==> src/rtl/btn_event_arbiter.sv <==
// btn_event_arbiter
// Debounces four active-low push buttons and turns each accepted press into
// an event offered through a valid/ready handshake. Presses that arrive
// together are served round-robin. A press landing on a button that already
// has an unserved event is merged into it, and that merge is flagged.
//
// Ports
//   clk          system clock, rising edge
//   rst_n        asynchronous active-low reset
//   btn_n[3:0]   raw asynchronous buttons, 0 = pressed
//   btn_level    debounced pressed level per button, 1 = pressed
//   evt_valid    a press event is offered
//   evt_id       index of the button whose press is offered
//   evt_ready    consumer accepts when evt_valid & evt_ready
//   evt_overrun  one-cycle pulse: a press was merged into a pending event
module btn_event_arbiter #(
  parameter int unsigned CLK_HZ      = 50_000_000,
  parameter int unsigned DEBOUNCE_MS = 20
) (
  input  logic       clk,
  input  logic       rst_n,
  input  logic [3:0] btn_n,
  output logic [3:0] btn_level,
  output logic       evt_valid,
  output logic [1:0] evt_id,
  input  logic       evt_ready,
  output logic       evt_overrun
);

  localparam int unsigned TICK_DIV = CLK_HZ / 1000;
  localparam int unsigned PW       = (TICK_DIV > 1) ? $clog2(TICK_DIV) : 1;
  localparam int unsigned CW       = $clog2(DEBOUNCE_MS + 1);
  localparam logic [PW-1:0] PRESC_MAX = PW'(TICK_DIV - 1);
  localparam logic [CW-1:0] CNT_LAST  = CW'(DEBOUNCE_MS - 1);

  typedef enum logic [0:0] {
    ST_IDLE  = 1'b0,
    ST_OFFER = 1'b1
  } arb_state_e;

  logic [3:0]    sync1_q, sync2_q;
  logic [PW-1:0] presc_q, presc_d;
  logic          tick_s;
  logic [3:0]    s_q, s_d;
  logic [3:0]    s_dly_q;
  logic [CW-1:0] cnt_q [4];
  logic [CW-1:0] cnt_d [4];
  logic [3:0]    press_s;
  logic [3:0]    pend_q, pend_d;
  logic [3:0]    grant_mask_s;
  arb_state_e    state_q, state_d;
  logic [1:0]    evt_id_q, evt_id_d;
  logic [1:0]    last_q, last_d;
  logic          ovr_q, ovr_d;
  logic          hs_s, grant_s, found_s, hit_s;
  logic [1:0]    win_s, cand_s;

  // A press is the stable state going from released (1) to pressed (0),
  // seen one cycle after the stable state changes.
  assign press_s = s_dly_q & ~s_q;

  // Shared 1 ms prescaler.
  always_comb begin
    tick_s = (presc_q == PRESC_MAX);
    if (tick_s) begin
      presc_d = {PW{1'b0}};
    end else begin
      presc_d = presc_q + PW'(1);
    end
  end

  // Per-button debounce: a mismatch must survive DEBOUNCE_MS ticks; any
  // cycle back at the stable value restarts the count.
  always_comb begin
    s_d = s_q;
    for (int i = 0; i < 4; i++) begin
      cnt_d[i] = cnt_q[i];
      if (sync2_q[i] == s_q[i]) begin
        cnt_d[i] = {CW{1'b0}};
      end else if (tick_s) begin
        if (cnt_q[i] == CNT_LAST) begin
          s_d[i]   = sync2_q[i];
          cnt_d[i] = {CW{1'b0}};
        end else begin
          cnt_d[i] = cnt_q[i] + CW'(1);
        end
      end else begin
        cnt_d[i] = cnt_q[i];
      end
    end
  end

  // Arbiter: round-robin winner search, pending bookkeeping, next state.
  always_comb begin
    hs_s    = (state_q == ST_OFFER) & evt_ready;
    grant_s = ((state_q == ST_IDLE) | hs_s) & (|pend_q);

    // Search starts just after the last winner; the last winner is checked last.
    win_s   = last_q;
    found_s = 1'b0;
    cand_s  = last_q;
    hit_s   = 1'b0;
    for (int k = 1; k <= 4; k++) begin
      cand_s  = last_q + 2'(k);
      hit_s   = ~found_s & pend_q[cand_s];
      win_s   = hit_s ? cand_s : win_s;
      found_s = found_s | hit_s;
    end

    grant_mask_s = grant_s ? (4'b0001 << win_s) : 4'b0000;
    // A press on the button being granted re-arms it instead of overrunning.
    pend_d = (pend_q & ~grant_mask_s) | press_s;
    ovr_d  = |(press_s & pend_q & ~grant_mask_s);

    if (grant_s) begin
      evt_id_d = win_s;
      last_d   = win_s;
    end else begin
      evt_id_d = evt_id_q;
      last_d   = last_q;
    end

    state_d = state_q;
    case (state_q)
      ST_IDLE: begin
        if (grant_s) begin
          state_d = ST_OFFER;
        end else begin
          state_d = ST_IDLE;
        end
      end
      ST_OFFER: begin
        if (hs_s && !grant_s) begin
          state_d = ST_IDLE;
        end else begin
          state_d = ST_OFFER;
        end
      end
      default: state_d = ST_IDLE;
    endcase
  end

  // State registers; reset clears everything immediately, dropping any offer.
  always_ff @(posedge clk or negedge rst_n) begin
    if (!rst_n) begin
      sync1_q  <= 4'hF;
      sync2_q  <= 4'hF;
      presc_q  <= {PW{1'b0}};
      s_q      <= 4'hF;
      s_dly_q  <= 4'hF;
      for (int i = 0; i < 4; i++) begin
        cnt_q[i] <= {CW{1'b0}};
      end
      pend_q   <= 4'h0;
      state_q  <= ST_IDLE;
      evt_id_q <= 2'd0;
      last_q   <= 2'd3;
      ovr_q    <= 1'b0;
    end else begin
      sync1_q  <= btn_n;
      sync2_q  <= sync1_q;
      presc_q  <= presc_d;
      s_q      <= s_d;
      s_dly_q  <= s_q;
      for (int i = 0; i < 4; i++) begin
        cnt_q[i] <= cnt_d[i];
      end
      pend_q   <= pend_d;
      state_q  <= state_d;
      evt_id_q <= evt_id_d;
      last_q   <= last_d;
      ovr_q    <= ovr_d;
    end
  end

  assign btn_level   = ~s_q;
  assign evt_valid   = (state_q == ST_OFFER);
  assign evt_id      = evt_id_q;
  assign evt_overrun = ovr_q;

endmodule

==> config.mk <==
export PLATFORM = sky130hd
export DESIGN_NAME = btn_event_arbiter
export DESIGN_NICKNAME = d
export VERILOG_FILES = /design/src/rtl/btn_event_arbiter.sv
export SDC_FILE = /design/constraint.sdc
export NUM_CORES = 1
export LEC_CHECK = 0
export ABC_AREA = 1
export ABC_CLOCK_PERIOD_IN_PS = 2500
export CELL_PAD_IN_SITES_DETAIL_PLACEMENT = 0
export CELL_PAD_IN_SITES_GLOBAL_PLACEMENT = 1
export CORE_ASPECT_RATIO = 0.9
export CORE_MARGIN = 1
export CORE_UTILIZATION = 40
export DETAILED_ROUTE_END_ITERATION = 10
export PLACE_DENSITY = 0.81
export RECOVER_POWER = 100
export SETUP_SLACK_MARGIN = 0.5
export SLEW_MARGIN = 20
export SYNTH_ARGS = -nofsm -noshare
export SYNTH_HDL_FRONTEND = slang
export SYNTH_SLANG_ARGS = --single-unit
==> constraint.sdc <==
create_clock -name clk -period 2.5 [get_ports clk]
set_clock_uncertainty 0.1 [all_clocks]
set_input_delay 0.375 -clock clk [delete_from_list [all_inputs] [get_ports clk]]
set_output_delay 0.375 -clock clk [all_outputs]
set_load 0.02 [all_outputs]
==> flow_metrics.env, run 1 <==
export IMPL_status="completed"
export IMPL_total_power_w=0.00311
export IMPL_crit_path_max_fanout=11
export IMPL_cts_sinks=62
export IMPL_synth_xor_area_share_pct=5.35
export IMPL_final_hold_viol_count=0
export IMPL_h_tree_depth=3
export IMPL_synth_compound_area_share_pct=7.48
export IMPL_startpoint_type="register"
export IMPL_cts_root_buf="clkbuf_8"
export IMPL_yosys_area_share_simple_pct=28.3
export IMPL_yosys_area_share_adder_pct=2.01
export IMPL_routedWlPerCell_um=11.6
export IMPL_r2r_start="presc_q[12]$_DFF_PN0_"
export IMPL_die_w_um=95.0
export IMPL_yosys_area_top_type="dfrtp_1"
export IMPL_fp_dieArea_mm2=0.00814
export IMPL_yosysUniqueCellTypes=31
export IMPL_dieHeight_um=85.7
export IMPL_p_leak_nw=1.68
export IMPL_tns_ns=0
export IMPL_path_class="reg -> reg"
export IMPL_via_per_inst=4.74
export IMPL_clkSlewWorstSetupHoldPaths_ns=0.07
export IMPL_grt_pass1_vias=2197
export IMPL_tightest_slew_ns=1.48
export IMPL_syn_inst=368
export IMPL_syn_num_nets=380
export IMPL_drt_pass1_iter_count=4
export IMPL_synthTopCellsByArea="dfrtp_1 (35%), dfstp_2 (15%), nand2_1 (11%), o21ai_0 (4.7%), inv_1 (4.6%)"
export IMPL_drc=0
export IMPL_clock_fmax_mhz=476
export IMPL_overflow=0
export IMPL_cts_tree="yes"
export IMPL_start_util_pct=41.2
export IMPL_drv_cap=0
export IMPL_slew_limit_headroom_pct=1.48
export IMPL_grt_pass1_wl_um=9850
export IMPL_synth_ff_latch_count=62
export IMPL_track_usage_pct=16.0
export IMPL_drive_gt1_share_pct=17.5
export IMPL_muxShareOfSynthArea_pct=0
export IMPL_nets=413
export IMPL_ant_nets=0
export IMPL_ys_warn_count=0
export IMPL_setup_viol=0
export IMPL_crit_path_start="presc_q[12]$_DFF_PN0_"
export IMPL_ios=15
export IMPL_area_delta_synth_final_pct=19.2
export IMPL_end_kind="register"
export IMPL_vias=2377
export IMPL_fillers=738
export IMPL_antenna_cells=0
export IMPL_vdd_ir_drop_max_v=0.000389
export IMPL_dp_hpwl_um=4190
export IMPL_netlist_area_mm2=0.00311
export IMPL_slew_violations=0
export IMPL_grt_max_degree=37
export IMPL_synth_avg_cell_area_um2=8.46
export IMPL_clk_latency_ns=0.34
export IMPL_p_per_area_mw_per_mm2=838
export IMPL_seq_area_frac_synth_pct=50.6
export IMPL_path_cells="or2_2 > nor4_4 > nand2_1 > clkbuf_1 > nor2_2 > nand2_2 > o21ai_0"
export IMPL_antenna_found_initial=0
export IMPL_fin_crit_ns=2.10
export IMPL_hold_class="reg -> reg"
export IMPL_timing_hold_ws_ns=0.255
export IMPL_core_mm2=0.00754
export IMPL_io_buffers=14
export IMPL_gp_congestion=0.784
export IMPL_critPathSlowestCell="dfrtp_1"
export IMPL_synth_top_cell_area_share_pct=35.4
export IMPL_drt_iter0_drc=76
export IMPL_hold_start="sync1_q[0]$_DFF_PN1_"
export IMPL_crit_required_ns=2.65
export IMPL_crit_arrival_ns=2.26
export IMPL_rsz0062_at_grt="yes"
export IMPL_cts_buffers=9
export IMPL_routed_wl_um=5810
export IMPL_synth_top_family_by_area="simple AND/OR/NAND/NOR gates"
export IMPL_finalCritPeriodShare_pct=84.1
export IMPL_max_stage_delay_ns=0.40
export IMPL_cts_max_path_buffers=2
export IMPL_rows=30
-- power by group --
part           internal [W]  total (W)  switching (W)
Sequential          0.00110    0.00117      0.0000777
Clock              0.000615    0.00100       0.000387
Combinational      0.000331   0.000932       0.000601
-- cell families after synthesis --
group                    Yosys count
adder cells (fa/ha/maj)            5
buffers and inverters             47
XOR/XNOR                          19
AND/OR/NAND/NOR                  191
AO/OA/AOI/OAI                     44
flip-flops                        62
-- layout by cell type (no fill, tap or decap), drive strengths merged --
cell type,count
nand3,29
xnor2,6
o21bai,1
dlygate4sd2,4
clkinvlp,1
nor2,37
a22o,2
and3,2
dfstp,18
inv,41
nand4,3
dfrtp,44
clkinv,3
or2,1
o211ai,1
dlygate4sd3,9
buf,9
a21oi,11
o21ai,29
bufinv,2
ha,5
clkbuf,15
nor3,14
nand2,100
clkdlybuf4s50,1
nor4,5
xor2,13
-- routing by layer --
metal / vias to the layer above / track usage [%] / share of wire, %
met5: - / 0 / 0
met4: 0 / 7.02 / 1.5
met3: 8 / 4.61 / 3.6
met2: 35 / 23.2 / 42
met1: 1084 / 22.1 / 52
li1: 1250 / - / -
-- area by class of cell --
| type | instances | area [um^2] | share of cell area [%] |
|---|---|---|---|
| Sequential cell | 62 | 1570 | 42.4 |
| Multi-Input combinational cell | 259 | 1380 | 37.3 |
| Timing Repair Buffer | 27 | 238 | 6.41 |
| Inverter | 42 | 161 | 4.35 |
| Clock buffer | 11 | 151 | 4.08 |
| Tap cell | 96 | 120 | 3.24 |
| Clock inverter | 5 | 81.3 | 2.19 |
-- synthesized netlist by cell type, drive strengths merged --
cell	n
dfrtp	44
clkbuf	2
inv	41
o21ai	29
nor3	14
or2	1
nand3	29
o211ai	1
nor2	37
nor4	5
nand4	3
xnor2	6
nand2	100
xor2	13
ha	5
dfstp	18
and3	2
a22o	2
o21bai	1
a21oi	11
buf	3
clkinv	1
-- flip-flops by register name, indices dropped and copies added (netlist names) --
register and count:
presc_q 16, last_q 2, evt_valid 1, evt_overrun 1, s_dly_q 4, pend_q 4
evt_id 2, sync2_q 4, sync1_q 4, s_q 4, cnt_q 20
-- per-stage QoR --
stage	area (um^2)	cells	util, %	setup slack (ns)
after floorplan	3110	368	-	0.727
after CTS	3620	495	47.9	0.508
after detailed placement	3360	475	44.5	0.429
after global placement	3360	475	44.5	0.415
after global routing	3710	502	49.2	0.211
final	3710	502	49.2	0.397
-- final timing paths --
path,depth (start not counted),slack [ns],end
max in group asynchronous,3,0.55,s_dly_q[2]$_DFF_PN1_
worst max register to register,7,0.40,cnt_q[0]$_DFFE_PN0P_
worst min register to register,0,0.26,sync2_q[0]$_DFF_PN1_
min in group asynchronous,2,0.82,cnt_q[14]$_DFFE_PN0P_
worst min-delay path,0,0.26,sync2_q[0]$_DFF_PN1_
worst max-delay path,7,0.40,cnt_q[0]$_DFFE_PN0P_
-- critical path: cells and delay by family, from the launching register on --
family / cells / cell delay, ns
AOI/OAI and AO/OA: 1 / 0.16
buffers and inverters: 1 / 0.31
DFF: 1 / 0.40
and+or+nand+nor: 5 / 1.06
-- repair_timing --
| item | 4_1_cts | 5_1_grt |
|---|---|---|
| hold buffers | 1 | 0 |
| hold endpoints to repair | 18 | 0 |
| resized for setup | 4 | 19 |
| endpoints found under the setup margin | 5 | 19 |
| pin swaps | 0 | 5 |
| buffers inserted | 3 | 7 |
Note: power is estimated with default switching activity, not from simulation.
==> run 2: changes to the inputs <==
Settings changed: ABC_CLOCK_PERIOD_IN_PS 2500 to 1800, PLACE_DENSITY 0.81 to 0.83.
Clock period 2.5 ns to 1.8 ns, I/O delays scaled along.
==> flow_metrics.env, run 2 (synthesized netlist as in run 1, its figures left out) <==
export IMPL_clk_latency_ns=0.34
export IMPL_r2r_start="last_q[0]$_DFFE_PN1P_"
export IMPL_top_register="cnt_q"
export IMPL_violations="setup timing"
export IMPL_cts_root_buf="clkbuf_8"
export IMPL_dieHeight_um=85.7
export IMPL_cts_sinks=62
export IMPL_ff2ff_setup_slack_ns=-0.14
export IMPL_vias=2709
export IMPL_p_per_area_mw_per_mm2=967
export IMPL_hold_depth=0
export IMPL_cts_buffers=9
export IMPL_final_common_cell="nand2_1"
export IMPL_die_w_um=95.0
export IMPL_drt_pass1_iter_count=4
export IMPL_hold_start="sync1_q[1]$_DFF_PN1_"
export IMPL_path_cells="inv_4 > nand2_1 > nand2_2 > nand2_4 > nand2_4 > clkinv_4 > nand3_4 > nand3_1 > nand2_2 > nor2_2 > nor2_1 > nor2_1 > nand2_1"
export IMPL_cts_tree="yes"
export IMPL_drive_gt1_share_pct=41.4
export IMPL_reg2reg_depth=13
export IMPL_final_cell_mix="nand2_1 (70), dfrtp_1 (44), buf_4 (40), inv_1 (32), buf_6 (23)"
export IMPL_cts_max_path_buffers=2
export IMPL_rows=30
export IMPL_area_delta_synth_final_pct=43.7
export IMPL_track_usage_pct=19.1
export IMPL_tightest_slew_ns=0.827
export IMPL_vdd_ir_drop_max_v=0.000557
export IMPL_crit_required_ns=1.93
export IMPL_layout_setup_ws_ns=-0.144
export IMPL_slew_violations=0
export IMPL_fillers=633
export IMPL_status="complete, but fails checks"
export IMPL_placed_area_mm2=0.00373
export IMPL_drt_iter0_drc=107
export IMPL_cp_top_family="simple AND/OR/NAND/NOR gates"
export IMPL_antenna_cells=0
export IMPL_rsz0062_at_grt="yes"
export IMPL_ant_nets=0
export IMPL_end_kind="register"
export IMPL_hold_path_end="sync2_q[1]$_DFF_PN1_"
export IMPL_hold_class="reg -> reg"
export IMPL_timing_hold_ws_ns=0.256
export IMPL_crit_path_max_fanout=9
export IMPL_start_util_pct=41.2
export IMPL_largest_reg_flops=20
export IMPL_grt_pass1_wl_um=11900
export IMPL_final_hold_viol_count=0
export IMPL_routedWlPerCell_um=13.2
export IMPL_overflow=0
export IMPL_ios=15
export IMPL_clkSlewWorstSetupHoldPaths_ns=0.06
export IMPL_pre_cts_ws_ns=-0.109
export IMPL_gp_congestion=0.830
export IMPL_max_stage_delay_ns=0.63
export IMPL_nets=464
export IMPL_path_class="reg -> reg"
export IMPL_fp_dieArea_mm2=0.00814
export IMPL_finalCritPeriodShare_pct=108
export IMPL_p_leak_nw=2.00
export IMPL_drv_cap=0
export IMPL_dp_hpwl_um=4590
export IMPL_antenna_found_initial=0
export IMPL_fin_crit_ns=1.94
export IMPL_crit_arrival_ns=2.07
export IMPL_final_area_mm2=0.00447
export IMPL_setup_viol=11
export IMPL_reg_top3="cnt_q: 20 flops, presc_q: 16 flops"
export IMPL_clock_fmax_mhz=514
export IMPL_io_buffers=14
export IMPL_grt_pass1_vias=2652
export IMPL_routed_wl_um=7290
export IMPL_slew_limit_headroom_pct=44.9
export IMPL_core_mm2=0.00754
export IMPL_startpoint_type="register"
export IMPL_critPathSlowestCell="dfstp_2"
export IMPL_grt_max_degree=63
export IMPL_h_tree_depth=3
export IMPL_cp_buffers_inverters=2
export IMPL_via_per_inst=4.90
export IMPL_rr_endpoint="evt_overrun$_DFF_PN0_"
export IMPL_drc=0
## run 2: cell count changes in the layout (fill, tap and decap cells not counted), moves of 11 or more
cell,before,now
buf_4,8,40
buf_6,0,23
nand2_1,86,70
nor2_1,30,19
nor2_4,0,12
o21ai_0,29,7
o21ai_2,0,12
## run 2: routing by layer
layer	part of all wire (%)	track usage [%]	vias to the layer above
met2	50	29.8	24
met4	1.5	7.58	0
met3	2.7	5.59	12
met1	46	24.8	1316
li1	-	-	1357
met5	0	0	-
## run 2: worst max-delay path by stage
stage | slack [ns] | endpoint | startpoint | depth (start not counted)
floorplan | 0.04 | evt_overrun$_DFF_PN0_ | last_q[0]$_DFFE_PN1P_ | 14
global placement | -0.06 | evt_overrun$_DFF_PN0_ | last_q[0]$_DFFE_PN1P_ | 13
detailed placement | -0.11 | pend_q[2]$_DFF_PN0_ | last_q[0]$_DFFE_PN1P_ | 12
CTS | -0.08 | pend_q[2]$_DFF_PN0_ | last_q[0]$_DFFE_PN1P_ | 12
global route | -0.27 | evt_overrun$_DFF_PN0_ | last_q[0]$_DFFE_PN1P_ | 13
finish | -0.14 | evt_overrun$_DFF_PN0_ | last_q[0]$_DFFE_PN1P_ | 13
## run 2: worst register-to-register path, delay by kind of cell, from the launching register on
family / cells / cell delay [ns]
buf+inv: 2 / 0.15
flops: 1 / 0.63
simple gates: 11 / 0.96
## run 2: metrics by stage
step           setup TNS [ns]  total power [W]  utilization (%)  instances
2_1_floorplan               0          0.00256                -        368
3_3_place_gp           -0.150          0.00315             49.5        508
3_5_place_dp           -0.865          0.00315             49.5        508
4_1_cts                -0.231          0.00425             57.0        544
5_1_grt                 -3.44          0.00461             59.3        553
6_report               -0.665          0.00432             59.3        553
## run 2: final cells by class
class,instances,area [um^2],area share [%]
tap,96,120,2.69
inverter,42,176,3.95
timing repair buffer,78,684,15.3
sequential,62,1570,35.2
clock buffer,16,160,3.58
multi-input combinational,259,1760,39.3
## run 2: repair_timing
action	in CTS	in global routing
endpoints found under the setup margin	57	53
pin swaps	20	15
hold buffers	1	0
hold endpoints to repair	44	0
resized for setup	117	45
buffers inserted	19	9
## run 2: where the power goes
| part | switching [W] | internal (W) | total, W |
|---|---|---|---|
| sequential | 0.000131 | 0.00153 | 0.00166 |
| clock | 0.000497 | 0.000541 | 0.00104 |
| combinational | 0.000956 | 0.000669 | 0.00163 |
| total | 0.00158 | 0.00274 | 0.00432 |
==> run 3: changes to the inputs <==
Settings changed: ABC_AREA 1 to not set, CORE_UTILIZATION 40 to 42, GPL_ROUTABILITY_DRIVEN set to 0, PLACE_DENSITY 0.83 to 0.84.
==> flow_metrics.env, run 3 <==
export IMPL_cp_top_family="simple AND/OR/NAND/NOR gates"
export IMPL_syn_num_nets=284
export IMPL_rr_endpoint="cnt_q[14]$_DFFE_PN0P_"
export IMPL_antenna_cells=0
export IMPL_final_cell_mix="dfrtp_1 (40), buf_4 (38), buf_6 (23), nand2_1 (20), nor2_1 (17)"
export IMPL_rows=27
export IMPL_path_cells="nor4b_4 > and4_4 > buf_4 > and4b_1 > o21ai_0 > a21oi_1"
export IMPL_globalRouteMet3Util_pct=5.89
export IMPL_switching_share_pct=28.1
export IMPL_async_reset_ff_share_pct=100
export IMPL_hold_class="reg -> reg"
export IMPL_tightest_slew_ns=0.821
export IMPL_place_inst=397
export IMPL_clk_latency_ns=0.34
export IMPL_p_comb_share_pct=23.5
export IMPL_layout_setup_ws_ns=-0.00428
export IMPL_vias=2318
export IMPL_ys_flop_type="dfrtp_1"
export IMPL_ys_warn_count=0
export IMPL_synth_commonest_cells="dfrtp_1 (44), nand2_1 (27), nor2_1 (24)"
export IMPL_start_util_pct=44.7
export IMPL_p_leak_nw=1.84
export IMPL_cts_tree="yes"
export IMPL_track_usage_pct=20.8
export IMPL_routedWlPerCell_um=15.0
export IMPL_area_delta_synth_final_pct=48.6
export IMPL_synth_ff_latch_count=62
export IMPL_antenna_found_initial=0
export IMPL_violations="setup timing"
export IMPL_dieHeight_um=79.8
export IMPL_rsz0062_at_grt="yes"
export IMPL_intPower_w=0.00280
export IMPL_p_per_area_mw_per_mm2=930
export IMPL_busiest_layer="met2"
export IMPL_clkSlewWorstSetupHoldPaths_ns=0.07
export IMPL_gr_usage_met1_pct=28.6
export IMPL_drv_cap=0
export IMPL_final_hold_viol_count=0
export IMPL_top_register="cnt_q"
export IMPL_critPathSlowestCell="dfrtp_1"
export IMPL_yosysMostFrequentCell="dfrtp_1"
export IMPL_final_area_mm2=0.00420
export IMPL_p_seq_share_pct=41.8
export IMPL_io_buffers=14
export IMPL_cts_sinks=62
export IMPL_via_per_inst=5.17
export IMPL_slew_violations=0
export IMPL_reg_top3="cnt_q: 20 flops, presc_q: 16 flops"
export IMPL_drive_gt1_share_pct=47.4
export IMPL_syn_inst=272
export IMPL_fp_dieArea_mm2=0.00705
export IMPL_die_w_um=88.4
export IMPL_synth_top_cell_area_share_pct=39.0
export IMPL_cts_buffers=9
export IMPL_startpoint_type="register"
export IMPL_dp_hpwl_um=3840
export IMPL_cts_max_path_buffers=2
export IMPL_ios=15
export IMPL_yosysUniqueCellTypes=42
export IMPL_met2_usage_pct=31.5
export IMPL_drc=0
export IMPL_hold_start="sync1_q[2]$_DFF_PN1_"
export IMPL_finalCritPeriodShare_pct=100
export IMPL_yosys_area_top_type="dfrtp_1"
export IMPL_status="complete, but fails checks"
export IMPL_cts_root_buf="clkbuf_8"
export IMPL_total_power_w=0.00390
export IMPL_r2r_start="presc_q[11]$_DFF_PN0_"
export IMPL_crit_path_max_fanout=5
export IMPL_timing_hold_ws_ns=0.258
export IMPL_core_mm2=0.00632
export IMPL_ff2ff_setup_slack_ns=-0.004
export IMPL_slew_limit_headroom_pct=45.3
export IMPL_overflow=0
export IMPL_clkPwrFrac_pct=34.7
export IMPL_netlist_area_mm2=0.00282
export IMPL_grt_pass1_wl_um=10800
export IMPL_synth_avg_cell_area_um2=10.4
export IMPL_hold_path_end="sync2_q[2]$_DFF_PN1_"
export IMPL_p_sw_w=0.00110
export IMPL_hold_depth=0
export IMPL_drt_iter0_drc=99
export IMPL_crit_required_ns=1.97
export IMPL_max_stage_delay_ns=0.42
export IMPL_routed_wl_um=6740
export IMPL_final_common_cell="dfrtp_1"
export IMPL_fin_crit_ns=1.80
export IMPL_placed_area_mm2=0.00339
export IMPL_crit_arrival_ns=1.97
export IMPL_cp_buffers_inverters=1
export IMPL_clock_fmax_mhz=554
export IMPL_seq_area_frac_synth_pct=55.8
export IMPL_reg2reg_depth=6
export IMPL_path_class="reg -> reg"
export IMPL_synth_edf_count=0
export IMPL_grt_max_degree=37
export IMPL_vdd_ir_drop_max_v=0.000493
export IMPL_finalNonFillerCells=448
export IMPL_setup_viol=1
export IMPL_tns_ns=-0.00428
export IMPL_ant_nets=0
export IMPL_h_tree_depth=3
export IMPL_grt_pass1_vias=2219
export IMPL_nets=368
export IMPL_synthTopCellsByArea="dfrtp_1 (39%), dfstp_2 (17%), a21oi_1 (3.9%), xor2_1 (3.7%), nand2_1 (3.6%)"
export IMPL_largest_reg_flops=20
export IMPL_drt_pass1_iter_count=4
export IMPL_end_kind="register"
## run 3: cell types whose count changed after synthesis, sizes merged, moves of 7 or more
cell    delta
nor2      -13
nand3     -18
inv       -28
nand2b     +7
o21ai     -20
nand2     -72
a21oi     +12
## run 3: power by group through the flow
stage	combinational [W]	clock (W)	sequential, W
after global routing	0.000976	0.00146	0.00164
after CTS	0.000838	0.00139	0.00161
after global placement	0.000658	0	0.00164
after detailed placement	0.000667	0	0.00164
final	0.000918	0.00135	0.00163
after floorplan	0.000417	0	0.00165
## run 3: cell families (layout without fill, tap and decap cells)
group | Yosys count | after routing | synth area share, %
adders and majority gates | 5 | 5 | 2.22
xor gates and xnor gates | 22 | 22 | 6.83
and+or+nand+nor | 113 | 114 | 21.1
buffers and inverters | 17 | 105 | 2.70
DFF | 62 | 62 | 55.8
AOI/OAI and AO/OA | 53 | 53 | 11.4
## run 3: area by class of cell
class                      count  area [um^2]
sequential                    62         1580
multi-input combinational    194         1540
clock inverter                 5         81.3
clock buffer                  11          141
inverter                      13         48.8
fill                         479         2120
tap                           87          109
timing repair buffer          76          701
## run 3: per-stage QoR
stage	worst slack, ns	utilization [%]
floorplan	0.0738	-
global placement	-0.0169	53.6
detailed placement	-0.0462	53.6
CTS	0.0132	62.9
global route	-0.0801	66.4
finish	-0.00428	66.4
## run 3: worst max path at each step
stage	end	start	slack (ns)	depth (start not counted)
after floorplan	cnt_q[17]$_DFFE_PN0P_	presc_q[0]$_DFF_PN0_	0.07	7
after global placement	evt_overrun$_DFF_PN0_	evt_ready	-0.02	7
after detailed placement	cnt_q[12]$_DFFE_PN0P_	presc_q[10]$_DFF_PN0_	-0.05	5
after CTS	cnt_q[2]$_DFFE_PN0P_	presc_q[7]$_DFF_PN0_	0.01	5
after global routing	cnt_q[18]$_DFFE_PN0P_	presc_q[11]$_DFF_PN0_	-0.08	6
final	cnt_q[14]$_DFFE_PN0P_	presc_q[11]$_DFF_PN0_	-0.004	6
## run 3: timing repair
| item | in CTS | in global routing |
|---|---|---|
| cloned | 2 | 0 |
| pin swaps | 41 | 23 |
| resized for setup | 80 | 43 |
| setup buffers | 23 | 9 |
| endpoints found under the hold margin | 11 | 0 |
| hold buffers | 1 | 0 |
| endpoints found under the setup margin | 55 | 54 |
## run 3: metal layers
| metal | vias to the layer above | wire [um] |
|---|---|---|
| li1 | 1137 | - |
| met1 | 1139 | 3200 |
| met2 | 30 | 3250 |
| met3 | 12 | 215 |
| met4 | 0 | 75 |
| met5 | - | 0 |
